--- config.mk ---
export PLATFORM = sky130hd
export DESIGN_NAME = ram_zugriffssteuerung_flat
export DESIGN_NICKNAME = d
export VERILOG_FILES = /design/src/rtl/speicher_pkg.sv /design/src/rtl/ram_zugriffssteuerung_if.sv /design/src/rtl/zugriff_arbiter.sv /design/src/rtl/ram_zugriffssteuerung.sv /design/src/flat_wrapper.sv
export SDC_FILE = /design/constraint.sdc
export NUM_CORES = 1
export LEC_CHECK = 0
export ABC_AREA = 1
export BUFFER_PORTS_ARGS = -buffer_cell sky130_fd_sc_hd__buf_2
export CAP_MARGIN = 20
export CORE_MARGIN = 1.5
export CORE_UTILIZATION = 35
export CTS_BUF_LIST = sky130_fd_sc_hd__clkbuf_4 sky130_fd_sc_hd__clkbuf_8
export DETAILED_ROUTE_END_ITERATION = 7
export SETUP_SLACK_MARGIN = 0.2
export SYNTH_ARGS = -nofsm -noshare
export SYNTH_HDL_FRONTEND = slang
export SYNTH_SLANG_ARGS = --single-unit
--- constraint.sdc ---
create_clock -name Clock -period 1.45 [get_ports Clock]
set_input_delay 0.145 -clock Clock [delete_from_list [all_inputs] [get_ports Clock]]
set_output_delay 0.145 -clock Clock [all_outputs]
set_load 0.01 [all_outputs]
--- src/rtl/speicher_pkg.sv ---
// Shared definitions for the RAM access controller: FSM states, requester tags
// and the address-width helper.
package speicher_pkg;

    typedef enum logic [1:0] {
        LEERLAUF = 2'd0,
        ZUGRIFF  = 2'd1,
        ERFASSEN = 2'd2
    } zustand_t;

    typedef enum logic {
        QUELLE_BEFEHL = 1'b0,
        QUELLE_DATEN  = 1'b1
    } quelle_t;

    function automatic int adressbreite(input int worte);
        return (worte > 1) ? $clog2(worte) : 1;
    endfunction

endpackage

--- src/rtl/ram_zugriffssteuerung_if.sv ---
// Core-side request/response bundle. Handshake: a request transfers in the cycle
// where Anfrage and Bereit are both 1; responses are one-cycle Gueltig pulses with no backpressure.
interface ram_zugriffssteuerung_if
    import speicher_pkg::*;
#(
    parameter int WORDSIZE = 32,
    parameter int WORDS    = 256
);
    localparam int ADDRWIDTH = adressbreite(WORDS);

    logic                 BefehlAnfrage;
    logic [ADDRWIDTH-1:0] BefehlAdresse;
    logic                 BefehlBereit;
    logic                 BefehlGueltig;
    logic [WORDSIZE-1:0]  BefehlDaten;

    logic                 DatenAnfrage;
    logic                 DatenSchreiben;
    logic [ADDRWIDTH-1:0] DatenAdresse;
    logic [WORDSIZE-1:0]  DatenSchreibwert;
    logic                 DatenBereit;
    logic                 DatenGueltig;
    logic [WORDSIZE-1:0]  DatenLesewert;

    modport master (
        output BefehlAnfrage, BefehlAdresse,
        output DatenAnfrage, DatenSchreiben, DatenAdresse, DatenSchreibwert,
        input  BefehlBereit, BefehlGueltig, BefehlDaten,
        input  DatenBereit, DatenGueltig, DatenLesewert
    );

    modport slave (
        input  BefehlAnfrage, BefehlAdresse,
        input  DatenAnfrage, DatenSchreiben, DatenAdresse, DatenSchreibwert,
        output BefehlBereit, BefehlGueltig, BefehlDaten,
        output DatenBereit, DatenGueltig, DatenLesewert
    );

endinterface

--- src/rtl/zugriff_arbiter.sv ---
// Two-requester round-robin arbiter; the last-grant register only moves when a
// grant is actually taken while enabled.
module zugriff_arbiter
    import speicher_pkg::*;
(
    input  logic    clk_i,
    input  logic    rst_i,
    input  logic    freigabe_i,
    input  logic    anfrage_befehl_i,
    input  logic    anfrage_daten_i,
    output logic    bereit_befehl_o,
    output logic    bereit_daten_o,
    output quelle_t gewinner_o
);

    quelle_t letzter_q, letzter_d;
    quelle_t wahl;

    always_comb begin
        wahl = QUELLE_DATEN;
        if (anfrage_befehl_i && anfrage_daten_i) begin
            wahl = (letzter_q == QUELLE_BEFEHL) ? QUELLE_DATEN : QUELLE_BEFEHL;
        end else if (anfrage_befehl_i) begin
            wahl = QUELLE_BEFEHL;
        end
        bereit_befehl_o = freigabe_i && anfrage_befehl_i && (wahl == QUELLE_BEFEHL);
        bereit_daten_o  = freigabe_i && anfrage_daten_i && (wahl == QUELLE_DATEN);
        gewinner_o      = wahl;
        letzter_d       = (bereit_befehl_o || bereit_daten_o) ? wahl : letzter_q;
    end

    // Starting from "fetch granted last" lets data win the first tie.
    always_ff @(posedge clk_i) begin
        if (rst_i) begin
            letzter_q <= QUELLE_BEFEHL;
        end else begin
            letzter_q <= letzter_d;
        end
    end

endmodule

--- src/rtl/ram_zugriffssteuerung.sv ---
// Initiator for a single-port synchronous RAM: arbitrates fetch and load/store
// requests, sequences each access over three cycles and returns the read word.
module ram_zugriffssteuerung
    import speicher_pkg::*;
#(
    parameter int WORDSIZE = 32,
    parameter int WORDS    = 256,
    localparam int ADDRWIDTH = adressbreite(WORDS)
) (
    input  logic                   Clock,
    input  logic                   Reset,
    ram_zugriffssteuerung_if.slave kern,
    output logic                   SchreibenAn,
    output logic [WORDSIZE-1:0]    DatenRein,
    output logic [ADDRWIDTH-1:0]   Adresse,
    input  logic [WORDSIZE-1:0]    DatenRaus,
    output zustand_t               Zustand
);

    localparam logic [ADDRWIDTH:0] GRENZE = (ADDRWIDTH + 1)'(WORDS);

    zustand_t             zustand_q;
    quelle_t              besitzer_q;
    quelle_t              gewinner;
    logic                 schreiben_q;
    logic                 speichern_q;
    logic                 im_bereich_q;
    logic [ADDRWIDTH-1:0] adresse_q;
    logic [WORDSIZE-1:0]  datenrein_q;
    logic [WORDSIZE-1:0]  befehl_daten_q;
    logic [WORDSIZE-1:0]  daten_lese_q;
    logic                 befehl_gueltig_q;
    logic                 daten_gueltig_q;
    logic                 bereit_befehl;
    logic                 bereit_daten;
    logic                 freigabe;
    logic [ADDRWIDTH-1:0] neue_adresse;
    logic                 neu_im_bereich;

    assign freigabe = (zustand_q == LEERLAUF) && !Reset;

    zugriff_arbiter u_arbiter (
        .clk_i            (Clock),
        .rst_i            (Reset),
        .freigabe_i       (freigabe),
        .anfrage_befehl_i (kern.BefehlAnfrage),
        .anfrage_daten_i  (kern.DatenAnfrage),
        .bereit_befehl_o  (bereit_befehl),
        .bereit_daten_o   (bereit_daten),
        .gewinner_o       (gewinner)
    );

    // Addresses beyond WORDS exist only for non-power-of-two depths.
    assign neue_adresse   = bereit_daten ? kern.DatenAdresse : kern.BefehlAdresse;
    assign neu_im_bereich = {1'b0, neue_adresse} < GRENZE;

    always_ff @(posedge Clock) begin
        if (Reset) begin
            zustand_q        <= LEERLAUF;
            besitzer_q       <= QUELLE_BEFEHL;
            schreiben_q      <= 1'b0;
            speichern_q      <= 1'b0;
            im_bereich_q     <= 1'b0;
            adresse_q        <= '0;
            datenrein_q      <= '0;
            befehl_daten_q   <= '0;
            daten_lese_q     <= '0;
            befehl_gueltig_q <= 1'b0;
            daten_gueltig_q  <= 1'b0;
        end else begin
            befehl_gueltig_q <= 1'b0;
            daten_gueltig_q  <= 1'b0;
            unique case (zustand_q)
                LEERLAUF: begin
                    if (bereit_befehl || bereit_daten) begin
                        zustand_q    <= ZUGRIFF;
                        besitzer_q   <= gewinner;
                        adresse_q    <= neue_adresse;
                        im_bereich_q <= neu_im_bereich;
                        speichern_q  <= bereit_daten && kern.DatenSchreiben;
                        schreiben_q  <= bereit_daten && kern.DatenSchreiben && neu_im_bereich;
                        if (bereit_daten) begin
                            datenrein_q <= kern.DatenSchreibwert;
                        end
                    end
                end
                ZUGRIFF: begin
                    schreiben_q <= 1'b0;
                    zustand_q   <= ERFASSEN;
                end
                ERFASSEN: begin
                    zustand_q <= LEERLAUF;
                    if (besitzer_q == QUELLE_BEFEHL) begin
                        befehl_gueltig_q <= 1'b1;
                        befehl_daten_q   <= im_bereich_q ? DatenRaus : '0;
                    end else begin
                        daten_gueltig_q <= 1'b1;
                        if (!speichern_q) begin
                            daten_lese_q <= im_bereich_q ? DatenRaus : '0;
                        end
                    end
                end
                default: zustand_q <= LEERLAUF;
            endcase
        end
    end

    assign kern.BefehlBereit  = bereit_befehl;
    assign kern.DatenBereit   = bereit_daten;
    assign kern.BefehlGueltig = befehl_gueltig_q;
    assign kern.DatenGueltig  = daten_gueltig_q;
    assign kern.BefehlDaten   = befehl_daten_q;
    assign kern.DatenLesewert = daten_lese_q;
    assign SchreibenAn        = schreiben_q;
    assign DatenRein          = datenrein_q;
    assign Adresse            = adresse_q;
    assign Zustand            = zustand_q;

endmodule
--- src/flat_wrapper.sv ---
// flat-port wrapper written by rule: the top's interface ports become plain ports
module ram_zugriffssteuerung_flat import speicher_pkg::*;
#(
    parameter int WORDSIZE = 32,
    parameter int WORDS    = 256,
    localparam int ADDRWIDTH = adressbreite(WORDS)
)
  (Clock, Reset, SchreibenAn, DatenRein, Adresse, DatenRaus, Zustand, kern_BefehlAnfrage, kern_BefehlAdresse, kern_DatenAnfrage, kern_DatenSchreiben, kern_DatenAdresse, kern_DatenSchreibwert, kern_BefehlBereit, kern_BefehlGueltig, kern_BefehlDaten, kern_DatenBereit, kern_DatenGueltig, kern_DatenLesewert);
  ram_zugriffssteuerung_if #(.WORDSIZE(WORDSIZE), .WORDS(WORDS)) kern_i ();
  input  logic Clock;
  input  logic Reset;
  output logic SchreibenAn;
  output logic [WORDSIZE-1:0] DatenRein;
  output logic [ADDRWIDTH-1:0] Adresse;
  input  logic [WORDSIZE-1:0] DatenRaus;
  output zustand_t Zustand;
  input wire logic [$bits(kern_i.BefehlAnfrage)-1:0] kern_BefehlAnfrage;
  input wire logic [$bits(kern_i.BefehlAdresse)-1:0] kern_BefehlAdresse;
  input wire logic [$bits(kern_i.DatenAnfrage)-1:0] kern_DatenAnfrage;
  input wire logic [$bits(kern_i.DatenSchreiben)-1:0] kern_DatenSchreiben;
  input wire logic [$bits(kern_i.DatenAdresse)-1:0] kern_DatenAdresse;
  input wire logic [$bits(kern_i.DatenSchreibwert)-1:0] kern_DatenSchreibwert;
  output wire logic [$bits(kern_i.BefehlBereit)-1:0] kern_BefehlBereit;
  output wire logic [$bits(kern_i.BefehlGueltig)-1:0] kern_BefehlGueltig;
  output wire logic [$bits(kern_i.BefehlDaten)-1:0] kern_BefehlDaten;
  output wire logic [$bits(kern_i.DatenBereit)-1:0] kern_DatenBereit;
  output wire logic [$bits(kern_i.DatenGueltig)-1:0] kern_DatenGueltig;
  output wire logic [$bits(kern_i.DatenLesewert)-1:0] kern_DatenLesewert;
  assign kern_i.BefehlAnfrage = kern_BefehlAnfrage;
  assign kern_i.BefehlAdresse = kern_BefehlAdresse;
  assign kern_i.DatenAnfrage = kern_DatenAnfrage;
  assign kern_i.DatenSchreiben = kern_DatenSchreiben;
  assign kern_i.DatenAdresse = kern_DatenAdresse;
  assign kern_i.DatenSchreibwert = kern_DatenSchreibwert;
  assign kern_BefehlBereit = kern_i.BefehlBereit;
  assign kern_BefehlGueltig = kern_i.BefehlGueltig;
  assign kern_BefehlDaten = kern_i.BefehlDaten;
  assign kern_DatenBereit = kern_i.DatenBereit;
  assign kern_DatenGueltig = kern_i.DatenGueltig;
  assign kern_DatenLesewert = kern_i.DatenLesewert;
  ram_zugriffssteuerung #(.WORDSIZE(WORDSIZE), .WORDS(WORDS)) u_core (.Clock(Clock), .Reset(Reset), .kern(kern_i), .SchreibenAn(SchreibenAn), .DatenRein(DatenRein), .Adresse(Adresse), .DatenRaus(DatenRaus), .Zustand(Zustand));
endmodule
After elaboration in Yosys (flattened, before gate mapping):

Index checks and enable logic that the tools add are counted.

* mux-type cells: 11
* $mul: 0
* reductions and logical operators: 17
* $add $sub $neg: 0
* shift-type cells: 0
* equality and inequality tests: 3
* bitwise gates (word level): 4
* div/mod/pow operators: 0
* $lt $le $gt $ge: 0

Operator list (count)
* 32-bit two-way mux: 1
* 8-bit two-way mux: 1
* 1-bit logical AND: 7
* 1-bit two-way mux: 6
* 2-bit AND reduction: 3
* 3-bit AND reduction: 2
* 1-bit NOT: 4
* 2-bit case mux with 2 select lines: 1
* 2-bit by 1-bit equality test with 1-bit output (second input constant): 1
* 2-bit equality test (second input constant): 1
* 2-bit logical NOT: 1
* 2-bit two-way mux: 1
* 2-bit != test (second input constant): 1
* 1-bit case mux with 2 select lines: 1
* 2-bit nonzero test: 1
* 2-bit OR reduction: 1
* 1-bit logical NOT: 1
* 1-bit logical OR: 1

* ROM bits: 0
* memories: 0
* bits in registers: 113
* output and inout bits: 111
* logic and storage cells: 47
* bits of input ports: 85
* bits in latches: 0
* memory bits (writable): 0

Longest topological paths before layout:

* word-level depth: 7
* mapped depth: 9
* depth with buffers taken out: 8

Modules after synthesis:

From an unflattened synthesis, not the netlist that was laid out.

* cells, all modules: 680
* area, all modules: 4631.9 µm²

Modules (own cells, without submodules)
* ram_zugriffssteuerung: area each 4570.6 µm², cells each 669, sequential area each 2242.2 µm², instances 1
* zugriff_arbiter: area each 61.3 µm², cells each 11, sequential area each 20.0 µm², instances 1

Worst setup path after synthesis:

Ideal clock, no wire load.

* path type: register -> register
* from: reg u_core.zustand_q[1] (netlist: u_core.Zustand[1])
* to: reg u_core.adresse_q[0] (netlist: u_core.Adresse[0])
* library setup time: 121 ps
* slack: 160 ps
* cell stages (with the launch flop): 9
* path buffers: 2
* required time: 1329 ps
* period minus slack after synthesis: 1290 ps
* arrival: 1169 ps
* path through: dfxtp_1 -> nor2_2 -> nand3_4 -> nor2_4 -> inv_2 -> buf_6 -> buf_6 -> nand3_1 -> nand3_1

* cells in the longest elaborated chain, start to end: 6
* elaborated cells on any way between the ends: 9
* classes of those cells: mux: 1; reduce/logical: 8

RTL lines
* start: declaration: RTL line ram_zugriffssteuerung.sv:22 `zustand_t zustand_q;`
* start signal: assignment: RTL line ram_zugriffssteuerung.sv:59 `zustand_q <= LEERLAUF;`
* start signal: assignment: RTL line ram_zugriffssteuerung.sv:76 `zustand_q <= ZUGRIFF;`
* start signal: assignment: RTL line ram_zugriffssteuerung.sv:89 `zustand_q <= ERFASSEN;`
* 2-bit logical NOT (*): RTL line ram_zugriffssteuerung.sv:40, ram_zugriffssteuerung.sv:73
* 1-bit logical AND: RTL line ram_zugriffssteuerung.sv:40 `assign freigabe = (zustand_q == LEERLAUF) && !Reset;`
* 1-bit logical AND, on equally long branches (2 in series): RTL line zugriff_arbiter.sv:26, zugriff_arbiter.sv:27
* 1-bit logical OR: RTL line ram_zugriffssteuerung.sv:75 `if (bereit_befehl || bereit_daten) begin`
* 2-bit AND reduction (no line)
* end signal: assignment: RTL line ram_zugriffssteuerung.sv:78 `adresse_q <= neue_adresse;`
* end: declaration: RTL line ram_zugriffssteuerung.sv:28 `logic [ADDRWIDTH-1:0] adresse_q;`

Every way passes the cells marked *; elsewhere a longest branch is shown, timed or not.
A chain may end at the register's enable or synchronous reset.

Final worst setup path:

* from: reg u_core.zustand_q[1] (netlist: u_core.Zustand[1])
* to: out kern_DatenBereit

* cells in the longest elaborated chain, start to end: 4

RTL lines
* 2-bit logical NOT: RTL line ram_zugriffssteuerung.sv:40
* 1-bit logical AND: RTL line ram_zugriffssteuerung.sv:40
* 1-bit logical AND (2 in series): RTL line zugriff_arbiter.sv:27 `bereit_daten_o = freigabe_i && anfrage_daten_i && (wahl == QUELLE_DATEN);`
* end: declaration: RTL line flat_wrapper.sv:26 `output wire logic [$bits(kern_i.DatenBereit)-1:0] kern_DatenBereit;`

No other way between the ends.

==> flow_summary.yaml <==
floorplanning:
  rows: 39
  floorplan.die_area_um2: 12300
  die-height_um: 111
  io_pins: 196
  core_um2: 11400
  initial_core_util_pct: 35.7
  die_w_um: 111
timing:
  setup_viol: 4
  setup_tns_ns: -0.110
  fmax_mhz: 663
  holdWs_ns: 0.0619
  rsz0062_at_grt: "yes"
  setup_ws_ns: -0.0589
  worst_pin_slew_ns: 0.529
  min_period_over_period_pct: 104
  hold_viol: 0
  finalCriticalPeriod_ns: 1.51
  clock_skew_ns: 0.00833
  slew_headroom_pct: 64.8
  final-max-slew-violation-count: 0
power:
  leakagePower_uw: 0.00363
  power_uw: 7770
  irDropWorstVdd_v: 0.000733
  p_per_area_nw_per_um2: 1020
synthesis:
  synth_top_area_cell: "dfxtp_1"
  synth_adder_area_share_pct: 0
  synth_mux_area_share_pct: 0
  synth_cell_type_count: 23
  synth.most_common_cell: "dfxtp_1"
  async_flop_share_pct: 0
  synth_warnings: 0
  synth_edf_count: 0
  synth_top_area_share_pct: 55.7
  synth_common_cells: "dfxtp_1, nor2_1, o21ai_0, a21oi_1, nand2_1"
  synth_top_family_by_area: "compound AO/OA/AOI/OAI gates"
  synthesis.nets: 590
  ys_ff_latch: 113
  synthTopCellsByArea: "dfxtp_1, o21ai_0, nor2_1"
  synth_xor_area_share_pct: 0
  ys_seq_area_share_pct: 55.7
  synth-simple-area-share_pct: 17.9
  syn_inst: 505
  netlist_area_um2: 4060
  synth_compound_area_share_pct: 20.5
  dominantRegCellSynth: "dfxtp_1"
  syn_area_per_cell_um2: 8.05
layout:
  area_growth_pct: 87.2
  final_util_pct: 66.9
  drive_gt1_share_pct: 48.5
  nets: 898
  antennaDiodeCount: 0
routing:
  first_iter_violations: 254
  avgViaCountPerCell: 5.03
  antenna_left: 0
  vias: 4874
  drt-total-wl_um: 15900
  first_pass_iters: 4
  wl_per_cell_um: 16.4
  drc: 0
place:
  place_hpwl_um: 8140
  place.gp.congestion: 0.790
  port_buffers: 195
critical_path:
  path_max_fanout: 2
  cp-end-kind: "primary output"
  cp_cell_sequence: "nor2_4 > nand3_4 > nor2_4 > buf_12 > buf_6"
  worstRegToRegCells: 9
  cp_data_arrival_time_ns: 1.36
  max_stage_delay_ns: 0.36
  start_kind: "register"
  crit_top_cell: "nor2_4"
  critPathRequiredTime_ns: 1.31
  slowest_stage: "dfxtp_4"
  path_class: "register to primary output"
grt:
  grt_start_max_net_pins: 48
  grt_pass1_wl_um: 23400
  grt_pass1_vias: 4734
  antenna_found_initial: 1
  grt-ovfl-total: 0
  grt_use_total_pct: 23.9
min_path:
  hold_class: "input pin to register"
  min_path_cells: 4
clock_network:
  clockBufferDepth: 2
  htreeDepth: 4
  clk_latency_ns: 0.43
  cts_tree: "done"
  cts-root-buf: "clkbuf_8"
  clock-sinks: 113
  cts_buffers: 17
  path_clk_slew_ns: 0.07
job:
  cap_violations: 0
run_status:
  violations: "setup timing"
  status: "complete, but fails checks"
[state kept, by name (all words and copies together) (netlist names)]
register	count
u_core.Adresse	8
u_core.kern.DatenGueltig	1
u_core.im_bereich_q	1
u_core.besitzer_q	1
u_core.kern.BefehlGueltig	1
u_core.SchreibenAn	1
u_core.speichern_q	1
u_core.u_arbiter.letzter_q	1
u_core.DatenRein	32
u_core.kern.DatenLesewert	32
u_core.Zustand	2
u_core.kern.BefehlDaten	32
[what timing repair did]
action,in CTS,in global routing
setup endpoints to repair,88,109
cloned,10,2
pin swaps,23,36
hold endpoints to repair,102,0
gates resized for setup,117,131
hold buffers,80,0
buffers inserted,14,9
[worst max-delay path: cells and delay by family (launching register included)]
kind	cells	cell delay, ns
DFF	1	0.36
and+or+nand+nor	3	0.36
buffers and inverters	2	0.21
[layer usage]
metal / vias up / wire length [µm] / GRT usage [%]
met5: - / 13 / 0
met3: 49 / 1030 / 7.33
met4: 2 / 572 / 12.7
met1: 2290 / 6070 / 26.3
met2: 204 / 8180 / 41.2
li1: 2329 / - / -
[worst paths after layout]
kind                                      startpoint  slack, ns                                 endpoint
max                   u_core.Zustand[1]$_SDFFE_PP0P_      -0.06                         kern_DatenBereit
min                                            Reset       0.06  u_core.u_arbiter.letzter_q$_SDFFE_PP0P_
max reg2reg  u_core.u_arbiter.letzter_q$_SDFFE_PP0P_      -0.01         u_core.DatenRein[9]$_SDFFE_PP0P_
min reg2reg  u_core.kern.BefehlDaten[9]$_SDFFE_PP0P_       0.47  u_core.kern.BefehlDaten[9]$_SDFFE_PP0P_
[cell usage in the layout (no fill, tap or decap), types with 23 or more instances in the layout]
cell type and count:
dlygate4sd3_1 80, o21ai_1 28, nor2_1 98, buf_2 193, a21oi_2 24, dfxtp_1 109
nand2_1 23, o21ai_0 25, a21oi_1 42, o21ai_2 39
[logic make-up after synthesis]
kind of cell	Yosys count
AOI/OAI and AO/OA	165
and+or+nand+nor	174
DFF	113
buffers and inverters	53
[report_power, final]
group	internal, µW	total, µW	leakage (µW)	switching (µW)
combinational	695	1400	0.00250	704
clock	1690	2950	0.000207	1270
sequential	3280	3420	0.000922	132
[stage by stage]
| step | cell area (µm²) | cells | setup WS, ns |
|---|---|---|---|
| after floorplan | 4070 | 505 | 0.177 |
| after global routing | 7610 | 969 | -0.117 |
| after CTS | 7070 | 958 | -0.0604 |
| after detailed placement | 5220 | 822 | -0.0721 |
| final | 7610 | 969 | -0.0589 |
| after global placement | 5220 | 822 | 0.0200 |
[final cells by class]
class,count,area [µm²]
multi-input combinational,339,2050
tap,143,179
timing repair inverter,2,28.8
clock inverter,11,110
fill,878,3760
clock buffer,21,289
timing repair buffer,327,2590
sequential,113,2270
inverter,13,87.6
Power figures use the tool's default switching activity.
